<file path="src/rtl/req_channel.sv">
// req_channel: one output channel of the request presenter.
// Takes a request ID while idle, then emits a fixed BURST_BEATS-long
// AXI-Stream burst. Each beat carries the ID in the top bits and the
// beat index in bits [15:0].
// DATA_WIDTH must be at least REQ_ID_WIDTH + 16 so that the ID field and
// the index field do not overlap.
// Optional feature macro: REQ_CHANNEL_STATS_EN adds a saturating counter
// of accepted requests. Without it, req_count is held at zero.
module req_channel #(
    parameter int REQ_ID_WIDTH = 32,
    parameter int DATA_WIDTH   = 64,
    parameter int BURST_BEATS  = 16
) (
    input  logic                    clk,
    input  logic                    resetn,
    input  logic [REQ_ID_WIDTH-1:0] req_id,
    input  logic                    req_id_valid,
    output logic                    ready,
    output logic [DATA_WIDTH-1:0]   M_AXIS_TDATA,
    output logic                    M_AXIS_TVALID,
    output logic                    M_AXIS_TLAST,
    input  logic                    M_AXIS_TREADY,
    output logic [31:0]             req_count
);

    typedef enum logic {
        IDLE  = 1'b0,
        BURST = 1'b1
    } state_t;

    localparam logic [15:0] LAST_BEAT = 16'(BURST_BEATS - 1);

    state_t                  state_q, state_d;
    logic [REQ_ID_WIDTH-1:0] id_q, id_d;
    logic [15:0]             beat_q, beat_d;
    logic                    accept;
    logic                    handshake;
    logic                    last_beat;

    // Next-state logic: latch the ID on accept, step the beat index on
    // each handshake, and return to IDLE after the final beat is taken.
    always_comb begin
        state_d   = state_q;
        id_d      = id_q;
        beat_d    = beat_q;
        accept    = (state_q == IDLE) && req_id_valid;
        handshake = (state_q == BURST) && M_AXIS_TREADY;
        last_beat = (beat_q == LAST_BEAT);
        case (state_q)
            IDLE: begin
                if (accept) begin
                    id_d    = req_id;
                    beat_d  = '0;
                    state_d = BURST;
                end
            end
            BURST: begin
                if (handshake) begin
                    if (last_beat) begin
                        state_d = IDLE;
                    end else begin
                        beat_d = beat_q + 16'd1;
                    end
                end
            end
            default: state_d = IDLE;
        endcase
    end

    // State registers; reset drops any burst in progress.
    always_ff @(posedge clk or negedge resetn) begin
        if (!resetn) begin
            state_q <= IDLE;
            id_q    <= '0;
            beat_q  <= '0;
        end else begin
            state_q <= state_d;
            id_q    <= id_d;
            beat_q  <= beat_d;
        end
    end

    // Outputs decode only from registered state, so there is no
    // combinational path from req_id_valid or TREADY to ready or TVALID.
    always_comb begin
        ready         = (state_q == IDLE);
        M_AXIS_TVALID = (state_q == BURST);
        M_AXIS_TLAST  = (state_q == BURST) && (beat_q == LAST_BEAT);
        M_AXIS_TDATA  = '0;
        if (state_q == BURST) begin
            M_AXIS_TDATA[DATA_WIDTH-1 -: REQ_ID_WIDTH] = id_q;
            M_AXIS_TDATA[15:0]                         = beat_q;
        end
    end

`ifdef REQ_CHANNEL_STATS_EN
    logic [31:0] req_count_q, req_count_d;

    // Count accepted requests, saturating at all-ones.
    always_comb begin
        req_count_d = req_count_q;
        if (accept && (req_count_q != 32'hFFFF_FFFF)) begin
            req_count_d = req_count_q + 32'd1;
        end
    end

    // Counter register, cleared only by reset.
    always_ff @(posedge clk or negedge resetn) begin
        if (!resetn) begin
            req_count_q <= '0;
        end else begin
            req_count_q <= req_count_d;
        end
    end

    assign req_count = req_count_q;
`else
    assign req_count = 32'd0;
`endif

endmodule
</file>
<file path="config.mk">
export PLATFORM = sky130hd
export DESIGN_NAME = req_channel
export DESIGN_NICKNAME = d
export VERILOG_FILES = /design/src/rtl/req_channel.sv
export SDC_FILE = /design/constraint.sdc
export NUM_CORES = 1
export LEC_CHECK = 0
export BUFFER_PORTS_ARGS = -buffer_cell sky130_fd_sc_hd__buf_2
export CAP_MARGIN = 40
export CORE_UTILIZATION = 41
export CTS_CLUSTER_DIAMETER = 200
export DETAILED_ROUTE_END_ITERATION = 12
export GPL_ROUTABILITY_DRIVEN = 0
export PLACE_DENSITY = 0.8
export SETUP_SLACK_MARGIN = 0.4
export SYNTH_ARGS = -nofsm -noshare
export SYNTH_HDL_FRONTEND = slang
export SYNTH_SLANG_ARGS = --single-unit
</file>
<file path="constraint.sdc">
create_clock -name clk -period 1.8 [get_ports clk]
set_clock_uncertainty 0.15 [all_clocks]
set_input_delay 0.27 -clock clk [delete_from_list [all_inputs] [get_ports clk]]
set_output_delay 0.27 -clock clk [all_outputs]
set_load 0.005 [all_outputs]
</file>
==> impl_metrics.env <==
export IMPL_status="finished with violations"
export IMPL_violations="negative setup slack"
export IMPL_cts_htree_levels=2
export IMPL_cts_sinks=49
export IMPL_r2r_start="beat_q[0]"
export IMPL_setup_viol=18
export IMPL_setup_ws_ps=-199
export IMPL_worstHoldPathCells=2
export IMPL_yosysSeqAreaShare_pct=42.0
export IMPL_avgViaCountPerCell=4.88
export IMPL_report_final_slew_viol_count=0
export IMPL_cts_tree="yes"
export IMPL_synthArstFlopShare_pct=100
export IMPL_post_route_drc_count=0
export IMPL_hold_path_startpoint="M_AXIS_TREADY"
export IMPL_antenna_left=0
export IMPL_num_nets_final=450
export IMPL_insertedDiodeCount=0
export IMPL_vias=2491
export IMPL_final_cell_mix="buf_6, conb_1, dfrtp_1"
export IMPL_path_clk_slew_ps=100
export IMPL_synth_edf_count=0
export IMPL_final_common_cell="buf_6"
export IMPL_fin_crit_ps=2000
export IMPL_die_y_um=86.3
export IMPL_drt_initial_drc_count=104
export IMPL_core_area_mm2=0.00683
export IMPL_ff2ff_setup_slack_ps=0
export IMPL_timing_hold_ws_ps=24.6
export IMPL_grt_max_degree=50
export IMPL_port_buffers=86
export IMPL_gr_usage_all_layers_pct=22.0
export IMPL_drive_gt1_share_pct=60.6
export IMPL_syn_area_per_cell_um2=10.3
export IMPL_crit_fanout=2
export IMPL_required_ps=1380
export IMPL_drt_wl_total_mm=8.13
export IMPL_cts_made_buffers=5
export IMPL_clk_path_buf_depth=2
export IMPL_synthCells=284
export IMPL_vdd_drop_max_mv=0.499
export IMPL_synth_seq_cells=49
export IMPL_grt_pass1_wl_mm=12.6
export IMPL_grt_pass1_vias=2462
export IMPL_fin_setup_tns_ps=-319
export IMPL_io_pins=135
export IMPL_crit_start="beat_q[4]"
export IMPL_power_density_mw_per_mm2=703
export IMPL_netlist_area_mm2=0.00292
export IMPL_core_rowCount=30
export IMPL_maxCapViolCount=0
export IMPL_grt_antenna_before_repair=0
export IMPL_critical_path_startpoint_type="flip-flop"
export IMPL_post_drt_wl_per_cell_um=15.9
export IMPL_whs_endpoint="M_AXIS_TVALID"
export IMPL_leakage_uw=0.00229
export IMPL_clk_root_buffer_cell="clkbuf_8"
export IMPL_insertion_delay_ps=310
export IMPL_power_uw=3290
export IMPL_die_area_mm2=0.00745
export IMPL_reg2reg_to="beat_q[10]"
export IMPL_path_class="reg2out"
export IMPL_yosysWarnings=0
export IMPL_arrival_ps=1580
export IMPL_fin_crit_sh_pct=111
export IMPL_rsz0062_at_grt="true"
export IMPL_syn2layout_area_growth_pct=60.6
export IMPL_finalHoldViolations=0
export IMPL_fmax_mhz=500
export IMPL_firstDrtPassIters=4
export IMPL_ff2ff_path_depth=5
export IMPL_worst_setup_path_end_kind="primary output"
export IMPL_place_hpwl_mm=4.61
export IMPL_hp_class="in2reg"
export IMPL_fin_util_pct=68.6
export IMPL_ys_flop_type="dfrtp_1"
export IMPL_die_w_um=86.3
export IMPL_start_util_pct=42.7
export IMPL_synth_cell_types=51
export IMPL_grt_overflow_total=0
## repair_timing
action                                 4_1_cts  5_1_grt
endpoints found under the hold margin       49        0
gates resized for setup                    104       44
pin swaps                                   18        9
setup endpoints to repair                  100      100
gates cloned                                 8        0
setup buffers                               18        5
hold buffers                                 1        0
## synth_stat cells, drive strengths merged, types with 2 or more instances
master    n  area share [%]
buf      53              13
dfrtp    49              42
and2     45             9.7
mux2     32              12
nand2    11             1.4
clkbuf    9             1.3
nand3     9             1.7
a21oi     8             1.4
nor4      7             1.5
nor2      6            0.77
o21ai     6             1.4
inv       5            0.64
a211o     3            0.90
and4      3            0.94
nand4     3            0.64
o21a      3            0.77
and3      2            0.43
mux2i     2            0.69
nor2b     2            0.43
nor3      2            0.34
o211ai    2            0.69
o22ai     2            0.90
o2bb2ai   2            0.60
## sequential cells by signal (all words and copies together) (netlist names)
name           count
beat_q            16
M_AXIS_TVALID      1
id_q              32
## stage by stage
step	setup WS (ps)	instances	area, µm²
2_1_floorplan	167	331	3300
3_3_place_gp	36.0	470	3540
3_5_place_dp	27.4	470	3540
4_1_cts	-180	505	4440
5_1_grt	-234	510	4680
6_report	-199	510	4680
## critical path, cell delays in order, from the launching register on
cell and delay [ps]:
dfrtp_1 440, nor4_4 340, nand2_4 80, and4b_1 290
buf_2 120
## logic make-up after synthesis
| kind of cell | after synthesis | synth area share, % |
|---|---|---|
| simple gates | 95 | 19.2 |
| buf+inv | 68 | 15.4 |
| flops | 49 | 42.0 |
| compound gates | 36 | 9.82 |
| mux | 34 | 13.0 |
| fa+ha+maj | 1 | 0.429 |
| other cells | 1 | 0.129 |
## routing by layer
metal | wire length, µm | global-route usage (%) | share of wire (%)
met1 | 3340 | 28.0 | 41
met2 | 4220 | 38.3 | 52
met3 | 449 | 3.52 | 5.5
met4 | 113 | 6.82 | 1.4
met5 | 0 | 0 | 0
## how the worst max path moves through the flow
stage	end	cells past startpoint
floorplan	beat_q[8]	5
global placement	beat_q[5]	6
detailed placement	beat_q[5]	6
CTS	M_AXIS_TLAST	4
global route	M_AXIS_TLAST	4
finish	M_AXIS_TLAST	4
## area by class of cell
type	instances	area (µm²)
fillers	512	2150
multi-input cells	214	1760
repair buffers	137	1460
flip-flops and latches	49	1230
well taps	96	120
clock buffers	6	72.6
inverters	6	27.5
clock inverters	2	15.0
## power breakdown
group / internal (µW) / total (µW) / switching [µW]
sequential: 1250 / 1400 / 153
clock: 275 / 669 / 394
combinational: 765 / 1220 / 454
total: 2290 / 3290 / 1000
Power figures use the tool's default switching activity.
